--- config.mk ---
export PLATFORM = sky130hd
export DESIGN_NAME = cpu_control
export DESIGN_NICKNAME = d
export VERILOG_FILES = /design/src/rtl/cpu_control.sv
export SDC_FILE = /design/constraint.sdc
export NUM_CORES = 1
export LEC_CHECK = 0
export ABC_AREA = 0
export CORE_MARGIN = 10
export CORE_UTILIZATION = 35
export CTS_CLUSTER_SIZE = 30
export DETAILED_ROUTE_END_ITERATION = 7
export HOLD_SLACK_MARGIN = 0.02
export PLACE_DENSITY = 0.62
export SYNTH_ARGS = -nofsm -noshare
export SYNTH_HDL_FRONTEND = slang
export SYNTH_SLANG_ARGS = --single-unit
--- constraint.sdc ---
create_clock -name clk -period 4.66 [get_ports clk]
set_input_delay 0.932 -clock clk [delete_from_list [all_inputs] [get_ports clk]]
set_output_delay 0.932 -clock clk [all_outputs]
set_load 0.01 [all_outputs]
--- src/rtl/cpu_control.sv ---
// rtl/cpu_control.sv - SM83 microcoded control unit: opcode/step tracking and datapath control decode
module cpu_control (
  input  logic       clk,
  input  logic       reset,
  input  logic [1:0] t_cycle,
  input  logic [7:0] mem_data_in,
  input  logic       condition,
  output logic [1:0] pc_next,
  output logic       inst_load,
  output logic [3:0] reg_read1_sel,
  output logic [3:0] reg_read2_sel,
  output logic [3:0] reg_write_sel,
  output logic [1:0] reg_op,
  output logic [1:0] inc_op,
  output logic [1:0] inc_reg,
  output logic [1:0] alu_op,
  output logic       alu_sel_a,
  output logic       alu_sel_b,
  output logic       alu_write_flags,
  output logic       mem_enable,
  output logic       mem_write,
  output logic [1:0] mem_addr_sel
);

  typedef enum logic [1:0] {STEP_0, STEP_1, STEP_2, STEP_3} step_e;

  localparam logic [1:0] PC_SAME = 2'd0, PC_INC = 2'd1, PC_REG = 2'd2;
  localparam logic [3:0] SEL_A = 4'd0, SEL_C = 4'd1, SEL_W = 4'd2, SEL_Z = 4'd3;
  localparam logic [3:0] SEL_SRC = 4'd6, SEL_DEST = 4'd7, SEL_R16HI = 4'd8, SEL_R16LO = 4'd9;
  localparam logic [1:0] REG_NONE = 2'd0, REG_WR_ALU = 2'd1, REG_WR_MEM = 2'd2;
  localparam logic [1:0] INC_NONE = 2'd0, INC_INC = 2'd1, INC_DEC = 2'd2;
  localparam logic [1:0] IREG_HL = 2'd0, IREG_INST16 = 2'd3;
  localparam logic [1:0] ALU_COPYA = 2'd0, ALU_COPYB = 2'd1, ALU_INST = 2'd3;
  localparam logic [1:0] ADDR_PC = 2'd0, ADDR_HL = 2'd1, ADDR_HIGH = 2'd3;

  logic [7:0] op_q, op_d;
  step_e      step_q, step_d;
  step_e      last_step;

  // Opcode class decode; (HL) operand is encoded as register index 6
  logic src_hl, dst_hl;
  logic ld_rr, ld_r_hl, ld_hl_r, ld_r_n, ld_hl_n;
  logic alu_r, alu_hl, alu_n;
  logic ld_r16, inc16, dec16;
  logic ld_hli_a, ld_hld_a, ld_a_hli, ld_a_hld;
  logic ldh_n_a, ldh_a_n, ld_c_a, ld_a_c, jp, jpcc;

  assign src_hl   = (op_q[2:0] == 3'd6);
  assign dst_hl   = (op_q[5:3] == 3'd6);
  assign ld_rr    = (op_q[7:6] == 2'b01) && !src_hl && !dst_hl;
  assign ld_r_hl  = (op_q[7:6] == 2'b01) &&  src_hl && !dst_hl;
  assign ld_hl_r  = (op_q[7:6] == 2'b01) && !src_hl &&  dst_hl;
  assign ld_r_n   = (op_q[7:6] == 2'b00) &&  src_hl && !dst_hl;
  assign ld_hl_n  = (op_q == 8'h36);
  assign alu_r    = (op_q[7:6] == 2'b10) && !src_hl;
  assign alu_hl   = (op_q[7:6] == 2'b10) &&  src_hl;
  assign alu_n    = (op_q[7:6] == 2'b11) &&  src_hl;
  assign ld_r16   = (op_q[7:6] == 2'b00) && (op_q[3:0] == 4'h1);
  assign inc16    = (op_q[7:6] == 2'b00) && (op_q[3:0] == 4'h3);
  assign dec16    = (op_q[7:6] == 2'b00) && (op_q[3:0] == 4'hB);
  assign ld_hli_a = (op_q == 8'h22);
  assign ld_hld_a = (op_q == 8'h32);
  assign ld_a_hli = (op_q == 8'h2A);
  assign ld_a_hld = (op_q == 8'h3A);
  assign ldh_n_a  = (op_q == 8'hE0);
  assign ldh_a_n  = (op_q == 8'hF0);
  assign ld_c_a   = (op_q == 8'hE2);
  assign ld_a_c   = (op_q == 8'hF2);
  assign jp       = (op_q == 8'hC3);
  assign jpcc     = (op_q == 8'hC2) || (op_q == 8'hCA) || (op_q == 8'hD2) || (op_q == 8'hDA);

  assign alu_sel_a = 1'b0;
  assign alu_sel_b = 1'b0;

  // Step index at which the instruction fetches the next opcode
  always_comb begin
    last_step = STEP_0;
    if (jp || jpcc)
      last_step = STEP_3;
    else if (ld_hl_n || ld_r16 || ldh_n_a || ldh_a_n)
      last_step = STEP_2;
    else if (ld_r_hl || ld_hl_r || ld_r_n || alu_hl || alu_n || inc16 || dec16 ||
             ld_hli_a || ld_hld_a || ld_a_hli || ld_a_hld || ld_c_a || ld_a_c)
      last_step = STEP_1;
  end

  // Opcode and step registers; reset leaves a NOP so the first step is a fetch
  always_ff @(posedge clk or posedge reset) begin
    if (reset) begin
      op_q   <= 8'h00;
      step_q <= STEP_0;
    end else begin
      op_q   <= op_d;
      step_q <= step_d;
    end
  end

  // Step sequencing at the end of each M-cycle; a failed JP cc skips the jump step
  always_comb begin
    op_d   = op_q;
    step_d = step_q;
    if (t_cycle == 2'd3) begin
      if (step_q == last_step) begin
        op_d   = mem_data_in;
        step_d = STEP_0;
      end else if (jpcc && (step_q == STEP_1) && !condition) begin
        step_d = STEP_3;
      end else begin
        case (step_q)
          STEP_0:  step_d = STEP_1;
          STEP_1:  step_d = STEP_2;
          default: step_d = STEP_3;
        endcase
      end
    end
  end

  // Control word for the current (opcode, step)
  always_comb begin
    pc_next         = PC_SAME;
    inst_load       = 1'b0;
    reg_read1_sel   = SEL_A;
    reg_read2_sel   = SEL_A;
    reg_write_sel   = SEL_A;
    reg_op          = REG_NONE;
    inc_op          = INC_NONE;
    inc_reg         = IREG_HL;
    alu_op          = ALU_COPYA;
    alu_write_flags = 1'b0;
    mem_enable      = 1'b0;
    mem_write       = 1'b0;
    mem_addr_sel    = ADDR_PC;
    if (step_q == last_step) begin
      mem_enable   = 1'b1;
      mem_addr_sel = ADDR_PC;
      pc_next      = PC_INC;
      inst_load    = 1'b1;
      if (ld_rr) begin
        reg_read2_sel = SEL_SRC;
        alu_op        = ALU_COPYB;
        reg_op        = REG_WR_ALU;
        reg_write_sel = SEL_DEST;
      end else if (alu_r || alu_hl || alu_n) begin
        reg_read2_sel   = alu_r ? SEL_SRC : SEL_Z;
        alu_op          = ALU_INST;
        reg_op          = REG_WR_ALU;
        reg_write_sel   = SEL_A;
        alu_write_flags = 1'b1;
      end
    end else if (step_q == STEP_0) begin
      if (ld_r_hl || alu_hl || ld_a_hli || ld_a_hld) begin
        mem_enable    = 1'b1;
        mem_addr_sel  = ADDR_HL;
        reg_op        = REG_WR_MEM;
        reg_write_sel = ld_r_hl ? SEL_DEST : (alu_hl ? SEL_Z : SEL_A);
        if (ld_a_hli || ld_a_hld) begin
          inc_reg = IREG_HL;
          inc_op  = ld_a_hli ? INC_INC : INC_DEC;
        end
      end else if (ld_hl_r || ld_hli_a || ld_hld_a) begin
        mem_enable   = 1'b1;
        mem_write    = 1'b1;
        mem_addr_sel = ADDR_HL;
        if (ld_hl_r) begin
          reg_read2_sel = SEL_SRC;
          alu_op        = ALU_COPYB;
        end else begin
          alu_op  = ALU_COPYA;
          inc_reg = IREG_HL;
          inc_op  = ld_hli_a ? INC_INC : INC_DEC;
        end
      end else if (ld_r_n || ld_hl_n || alu_n || ld_r16 || ldh_n_a || ldh_a_n || jp || jpcc) begin
        mem_enable    = 1'b1;
        mem_addr_sel  = ADDR_PC;
        pc_next       = PC_INC;
        reg_op        = REG_WR_MEM;
        reg_write_sel = ld_r_n ? SEL_DEST : (ld_r16 ? SEL_R16LO : SEL_Z);
      end else if (inc16 || dec16) begin
        inc_reg = IREG_INST16;
        inc_op  = inc16 ? INC_INC : INC_DEC;
      end else if (ld_c_a || ld_a_c) begin
        mem_enable    = 1'b1;
        mem_addr_sel  = ADDR_HIGH;
        reg_read2_sel = SEL_C;
        if (ld_c_a) begin
          mem_write = 1'b1;
          alu_op    = ALU_COPYA;
        end else begin
          reg_op        = REG_WR_MEM;
          reg_write_sel = SEL_A;
        end
      end
    end else if (step_q == STEP_1) begin
      if (ld_hl_n) begin
        mem_enable    = 1'b1;
        mem_write     = 1'b1;
        mem_addr_sel  = ADDR_HL;
        reg_read2_sel = SEL_Z;
        alu_op        = ALU_COPYB;
      end else if (ld_r16 || jp || jpcc) begin
        mem_enable    = 1'b1;
        mem_addr_sel  = ADDR_PC;
        pc_next       = PC_INC;
        reg_op        = REG_WR_MEM;
        reg_write_sel = ld_r16 ? SEL_R16HI : SEL_W;
      end else if (ldh_n_a || ldh_a_n) begin
        mem_enable    = 1'b1;
        mem_addr_sel  = ADDR_HIGH;
        reg_read2_sel = SEL_Z;
        if (ldh_n_a) begin
          mem_write = 1'b1;
          alu_op    = ALU_COPYA;
        end else begin
          reg_op        = REG_WR_MEM;
          reg_write_sel = SEL_A;
        end
      end
    end else begin
      if (jp || jpcc) begin
        reg_read1_sel = SEL_W;
        reg_read2_sel = SEL_Z;
        pc_next       = PC_REG;
      end
    end
  end

endmodule

==> results.cfg, run 1 <==
[clocking]
clk-insertion-delay-late_ns = 0.23
cts-buffers-inserted = 3
cts.clk_slew.worst_paths_ns = 0.04
cts_sinks = 10
cts_tree = done
cts_setup_buffers = 0
post_cts_resized = 0
cts_hold_buf = 0
cts_root_buffer = clkbuf_8
clk_path_buf_depth = 2
htreeDepth = 1

[run_status]
status = complete, no violations

[detailed_routing]
wl_per_cell_um = 16.51
routed_via_density = 5.719
vias = 1384
wl_um = 3996
dr.pass1.iters = 4
remaining_drc_errors = 0
drt.antenna.violating_nets = 0
drt_iter0_drc = 138

[layout]
regArea_um2 = 250.2
areaGrowthSynthToFinish_pct = 26.52
postLayoutCellArea_mm2 = 0.001635
multi_input_area_um2 = 904.6
n_fill_cell = 374
diodes = 0
fin_nets = 209
drive_gt1_frac = 0.1082

[critical_path]
critPathLaunchType = flip-flop
crit_path_cell_trace = nand3b_1 > nor3_2 > nor4_4 > xnor2_1 > or2_1 > inv_2 > or3_1 > clkdlybuf4s50_1
cp_max_fo = 13
critPathSlowestCell = dfrtp_1
arrival_ns = 3.32
slowest_delay_ns = 0.49
end_kind = primary output
crit_type = flip-flop to primary output
cp.required_ns = 3.73

[floorplanning]
die_x_um = 80.77
core_mm2 = 0.003606
ios = 43
fp.dieArea_mm2 = 0.006524
die_h_um = 80.77
start_util = 0.3584
num_rows = 22

[synthesis]
ys_ff_latch = 10
synthTopCellsByArea = dfrtp_1, buf_4, mux2_2
synth_edf_count = 0
ys_dominant_reg_cell = dfrtp_1
yosysTopAreaCell = dfrtp_1
avgSynthCellArea_um2 = 7.514
synth_area_mm2 = 0.001292
synth_async_sr_flop_share = 1.000
yosysUniqueCellTypes = 53
ys_seq_area_frac = 0.1936
synth_top_area_frac = 0.1936
ys_top_cells_by_count = nor2_1, nand2_1, buf_4, dfrtp_1, nor3_1
synth_most_common_cell = nor2_1
synth_warnings = 0
synth_cells = 172

[placement]
dp_hpwl_um = 3167
gp_congestion = 0.9749
dpl_cell_area_mm2 = 0.001594
portBuffers = 36

[timing]
finalHoldViolations = 0
relSlewSlack = 0.6298
tns_ns = 0
worstMarginPinSlew_ns = 0.5511
setup_viol_count_final = 0
fin_crit_ns = 4.249
fin_skew_ns = 0.001410
post-route-period-util = 0.9119
rsz0062_at_grt = false
final_max_slew_viol_count = 0
fmax_mhz = 235.3

[grt]
gr-total-overflow = 0
antenna_found_initial = 0
grt_pass1_wl_um = 6596
grt_pass1_vias = 1341
track_usage = 0.1247
grt_max_degree = 15

[worst_hold_path]
min_path_type = flip-flop to flip-flop

[run]
drv_cap = 0

[power]
ir_worst_vdd_v = 0.0002951
power_leakage_nw = 0.6362
powerDensity_mw_per_mm2 = 736.3
## layout make-up
class	count	area share
sequential	10	0.1530
clock buffer	3	0.02525
tap	48	0.03673
inverter	5	0.01148
multi-input combinational	140	0.5532
timing repair buffer	36	0.2204
## registers in the layout (all words and copies together) (netlist names)
register and count:
op_q 8, step_q 2
## placed cells by master, fill, tap and decap left out, drive strengths merged, types with 5 or more instances in the layout
cell	instances
nor3	11
o21ai	8
nor2b	6
or3	5
dfrtp	10
mux2	6
nand3	6
clkdlybuf4s50	36
inv	5
a21oi	8
nand2	12
conb	6
nor2	17
## through the flow
stage	util	power, W	hold slack [ns]	std cells	setup slack [ns]
floorplan	-	0.0008005	0.6005	177	1.556
global placement	0.4421	0.001102	0.7193	239	0.8403
detailed placement	0.4421	0.001110	0.7232	239	0.7212
CTS	0.4535	0.001202	0.7350	242	0.4617
global route	0.4535	0.001309	0.7801	242	0.1944
finish	0.4535	0.001204	0.7401	242	0.4106
## critical path, delay by kind of cell (launching register included)
family                 cells  cell delay [ns]
XOR/XNOR                   1             0.45
flip-flops                 1             0.49
AND/OR/NAND/NOR            5             1.59
buffers and inverters      2             0.54
## final timing paths
kind / end / slack [ns] / startpoint / cells past startpoint
setup / recovery: pc_next[0] / 0.41 / op_q[0] / 8
hold / removal: op_q[4] / 0.74 / op_q[4] / 1
setup reg to reg: op_q[3] / 1.99 / op_q[0] / 6
hold reg to reg: op_q[4] / 0.74 / op_q[4] / 1
max in group asynchronous: step_q[0] / 3.42 / reset / 2
min in group asynchronous: op_q[5] / 0.97 / reset / 2
## kinds of logic after synthesis
| group | after synthesis | share of synthesized area |
|---|---|---|
| flops | 10 | 0.1936 |
| mux | 7 | 0.06002 |
| compound gates | 40 | 0.1994 |
| simple gates | 84 | 0.3969 |
| xor+xnor | 3 | 0.02614 |
| buf+inv | 27 | 0.1210 |
| other cells | 1 | 0.002901 |
## report_power, final
| group | switching, W | leakage [nW] | internal, W |
|---|---|---|---|
| Sequential | 0.000146 | 0.120 | 0.000130 |
| Combinational | 0.000422 | 0.494 | 0.000420 |
| Clock | 0.0000298 | 0.0216 | 0.0000562 |
| Total | 0.000598 | 0.636 | 0.000606 |
## per-layer routing
layer	GRT usage	wire, um	up-vias
li1	-	-	660
met1	0.1578	1721	633
met2	0.1975	1825	78
met3	0.01987	312	13
met4	0.06920	136	0
met5	0	0	-
No activity file was read; power rests on OpenSTA's default activity.
==> run 2, diff against run 1 <==
MAX_ROUTING_LAYER = met4   (was unset)
==> results.cfg, run 2 (synthesis gave the netlist of run 1 again) <==
[run_status]
status = complete, no violations

[layout]
regArea_um2 = 250.2
areaGrowthSynthToFinish_pct = 26.52
diodes = 0
drive_gt1_frac = 0.1082
layout_common_cells = clkdlybuf4s50_1, nor2_1, nand2_1, dfrtp_1, nor3_1
fin_cells = 242
final_common_cell = clkdlybuf4s50_1
fin_nets = 209
top_register = op_q
top_regs = op_q (8), step_q (2)
largest_reg_flops = 8
multi_input_area_um2 = 904.6
n_fill_cell = 371

[detailed_routing]
drt_iter0_drc = 112
dr.pass1.iters = 4
wl_per_cell_um = 16.70
routed_via_density = 5.707
remaining_drc_errors = 0
drt.antenna.violating_nets = 0
vias = 1381
wl_um = 4041

[worst_hold_path]
min_path_type = flip-flop to flip-flop

[clocking]
htreeDepth = 1
cts_setup_buffers = 0
cts_root_buffer = clkbuf_8
cts_sinks = 10
cts-buffers-inserted = 3
cts_hold_buf = 0
clk_path_buf_depth = 2
post_cts_resized = 0
clk-insertion-delay-late_ns = 0.23
cts_tree = done
cts.clk_slew.worst_paths_ns = 0.04

[power]
power_leakage_nw = 0.6362
clockPowerShare = 0.071
p_comb_frac = 0.701
powerDensity_mw_per_mm2 = 735.7
p_seq_frac = 0.227
ir_worst_vdd_v = 0.0002721
swShare = 0.4960
switchingPower_w = 0.0005967
p_int_w = 0.0006063

[placement]
gp_congestion = 0.9905
portBuffers = 36
dp_hpwl_um = 3221
dp_cells = 239

[critical_path]
end_kind = primary output
r2r-start = op_q[0]
crit_type = flip-flop to primary output
r2r_end = op_q[5]
reg2reg_setup_slack_ns = 2.01
cp_max_fo = 13
critPathLaunchType = flip-flop
cp-startpoint = op_q[0]
arrival_ns = 3.31
r2r.worst_path.cells = 6
crit_end = pc_next[0]
cp.required_ns = 3.73

[timing]
relSlewSlack = 0.6193
rsz0062_at_grt = false
fmax_mhz = 236.0
fin_skew_ns = 0.001084
post-route-period-util = 0.9095
final_max_slew_viol_count = 0
fin_crit_ns = 4.238
setup_viol_count_final = 0
worstMarginPinSlew_ns = 0.5666
finalHoldViolations = 0
tns_ns = 0

[grt]
grt_pass1_vias = 1353
grt_max_degree = 15
antenna_found_initial = 0
track_usage = 0.1268
gr-total-overflow = 0
grt_pass1_wl_um = 6548

[floorplanning]
start_util = 0.3584
num_rows = 22
ios = 43
fp.dieArea_mm2 = 0.006524
die_x_um = 80.77
die_h_um = 80.77
core_mm2 = 0.003606

[run]
drv_cap = 0
## run 2: power groups by stage
stage | Combinational, W | Sequential (W) | Clock [W]
final | 0.000844 | 0.000273 | 0.0000860
after global routing | 0.000920 | 0.000287 | 0.0000941
after CTS | 0.000846 | 0.000267 | 0.0000897
after detailed placement | 0.000843 | 0.000267 | 0
after global placement | 0.000833 | 0.000268 | 0
after floorplan | 0.000644 | 0.000156 | 0
## run 2: worst max-delay path: stages (launching register included)
cell,delay [ns]
dfrtp_1,0.49
nand3b_1,0.43
nor3_2,0.47
nor4_4,0.08
xnor2_1,0.47
or2_1,0.23
inv_2,0.06
or3_1,0.35
clkdlybuf4s50_1,0.49
## run 2: per-layer routing
| layer | share of wire | GRT usage |
|---|---|---|
| met5 | 0 | - |
| met4 | 0.042 | 0.07785 |
| met3 | 0.066 | 0.01656 |
| met2 | 0.47 | 0.2006 |
| met1 | 0.43 | 0.1495 |
## run 2: worst min-delay path by stage
stage,to,startpoint,depth (start not counted),slack (ns)
2_1_floorplan,op_q[2],op_q[2],2,0.60
3_3_place_gp,op_q[2],op_q[2],1,0.72
3_5_place_dp,op_q[2],op_q[2],1,0.73
4_1_cts,op_q[2],op_q[2],1,0.74
5_1_grt,op_q[2],op_q[2],1,0.79
6_report,op_q[2],op_q[2],1,0.74
## run 2: cell type report
type / instances / share of cell area
Timing Repair Buffer: 36 / 0.2204
Tap cell: 48 / 0.03673
Multi-Input combinational cell: 140 / 0.5532
Sequential cell: 10 / 0.1530
Clock buffer: 3 / 0.02525
Inverter: 5 / 0.01148
## run 2: through the flow
stage | total power [W] | instance area (um^2) | setup WS, ns | util | hold slack (ns)
after floorplan | 0.0008005 | 1311 | 1.556 | - | 0.6005
after global placement | 0.001101 | 1594 | 0.8407 | 0.4421 | 0.7234
after detailed placement | 0.001110 | 1594 | 0.7215 | 0.4421 | 0.7278
after CTS | 0.001203 | 1635 | 0.4638 | 0.4535 | 0.7442
after global routing | 0.001301 | 1635 | 0.2126 | 0.4535 | 0.7879
final | 0.001203 | 1635 | 0.4219 | 0.4535 | 0.7444
==> variant: new RTL, config.mk and constraints of run 2 <==
Encoding of `step_e`: now one-hot (4 bits for 4 values).
--- a/src/rtl/cpu_control.sv
+++ b/src/rtl/cpu_control.sv
@@ -24,3 +24,3 @@
 
-  typedef enum logic [1:0] {STEP_0, STEP_1, STEP_2, STEP_3} step_e;
+  typedef enum logic [3:0] {STEP_0 = 4'b0001, STEP_1 = 4'b0010, STEP_2 = 4'b0100, STEP_3 = 4'b1000} step_e;
 
Behaviour: no difference found for any inputs over 4 cycles, from zero or initial values and one cycle with reset high; so few cycles prove little.
==> variant against run 2 <==
Worst hold slack got worse by 0.23 ns. Register-to-register slack got worse by 0.38 ns. Cell count increased by 5.0%. Sequential cell count increased by 2. Worst setup slack got worse by 0.19 ns. Synthesized cell count increased by 2.3%. Wire length increased by 4.4%. Cell area increased by 10%. Power decreased by 22%. Area after synthesis increased by 6.8%. Critical path depth unchanged. Die area increased by 5.1%. Clock skew increased by 0.0044 ns. Critical endpoint is now reg_write_sel[0]. Largest cell class unchanged. Largest power group unchanged. Highest routed layer unchanged.
==> variant: results (changes against run 2) <==
[cells_and_area]
drive_gt1_share_pct = 15.5  ; was 10.8%
finish.cell_count_without_fillers = 254  ; was 242
reg_top3 = op_q x8, step_q x4  ; was op_q x8, step_q x2
filler_cell_count = 372  ; was 371

[grt]
global_route_track_usage_on_met2_pct = 20.1  ; about the same
grt_util_met1_pct = 15.1  ; was 15.0%
first_global_vias = 1432  ; was 1,353
groute.layer.met3.usage_pct = 2.59  ; was 1.66%

[synth]
synth_area_leaders = sky130_fd_sc_hd__dfrtp_1 (20%), sky130_fd_sc_hd__mux2_2 (7.3%), sky130_fd_sc_hd__nand2_1 (6.5%), sky130_fd_sc_hd__buf_4 (4.9%), sky130_fd_sc_hd__a21oi_1 (4.0%)  ; was sky130_fd_sc_hd__dfrtp_1 (19%), sky130_fd_sc_hd__buf_4 (5.8%), sky130_fd_sc_hd__mux2_2 (5.2%), sky130_fd_sc_hd__nor2_1 (4.9%), sky130_fd_sc_hd__nor3_1 (3.5%)
synth_cells = 176  ; was 172
synth_top_cells_by_count = sky130_fd_sc_hd__nand2_1 (24), sky130_fd_sc_hd__nor2_1 (14), sky130_fd_sc_hd__a21oi_1 (11), sky130_fd_sc_hd__dfrtp_1 (11)  ; was sky130_fd_sc_hd__nor2_1 (17), sky130_fd_sc_hd__nand2_1 (12), sky130_fd_sc_hd__buf_4 (10), sky130_fd_sc_hd__dfrtp_1 (10), sky130_fd_sc_hd__nor3_1 (9)

[setup_path]
r2r_setup_slack_ns = 1.63  ; was 2.01 ns
reg2reg_from = op_q[2]  ; was op_q[0]
worst_path_largest_cell_delay_ns = 0.59  ; was 0.49 ns
crit_path_end = reg_write_sel[0]  ; was pc_next[0]
regToRegEndpoint = op_q[7]  ; was op_q[5]
timing.reg2reg.worst_path_depth = 7  ; was 6

[power]
power.combinational.total_w = 0.000579  ; was 0.000844 W
power_switching_share_pct = 47.2  ; was 49.6%
power_frac_clock_pct = 11.8  ; was 7.1%

[sta]
achievable-frequency_ghz = 0.226  ; was 0.236 GHz
slew_headroom_pct = 58.8  ; was 61.9%
fin_skew_ns = 0.00544  ; was 0.00108 ns

[place]
post_dp_cell_area_sq_um = 1730  ; was 1590 sq um
dp_hpwl_mm = 3.41  ; was 3.22 mm
pre_cts_slack_ns = 0.360  ; was 0.721 ns

[status]
outcome = finished, final reports clean  ; unchanged

[min_path]
min_delay_path_depth = 2  ; was 1
hold_path.startpoint = step_q[1]  ; was op_q[2]

[drt]
detail_route.wirelength_mm = 4.22  ; was 4.04 mm

variant: cells by family after synthesis:
logic type	share of synthesized area [%]
flip-flops	21.8
XOR/XNOR	2.54
other	0.272
AO/OA/AOI/OAI	21.8
AND/OR/NAND/NOR	33.7
multiplexers	9.52
buffers and inverters	10.2
variant: worst reg2reg max path, cell delays in order (launching register included):
cell and delay, ns:
sky130_fd_sc_hd__dfrtp_1 0.52, sky130_fd_sc_hd__nand2b_1 0.27, sky130_fd_sc_hd__or3b_2 0.56, sky130_fd_sc_hd__and3_4 0.19, sky130_fd_sc_hd__a41o_1 0.21, sky130_fd_sc_hd__a2bb2oi_2 0.15, sky130_fd_sc_hd__nor4_4 0.61, sky130_fd_sc_hd__mux2_2 0.41
variant: layout make-up:
type / instances / share of cell area, %
sequential: 12 / 16.8
clock buffer: 4 / 3.06
tap: 48 / 3.34
timing repair buffer: 41 / 22.1
multi-input combinational: 144 / 53.6
inverter: 5 / 1.04
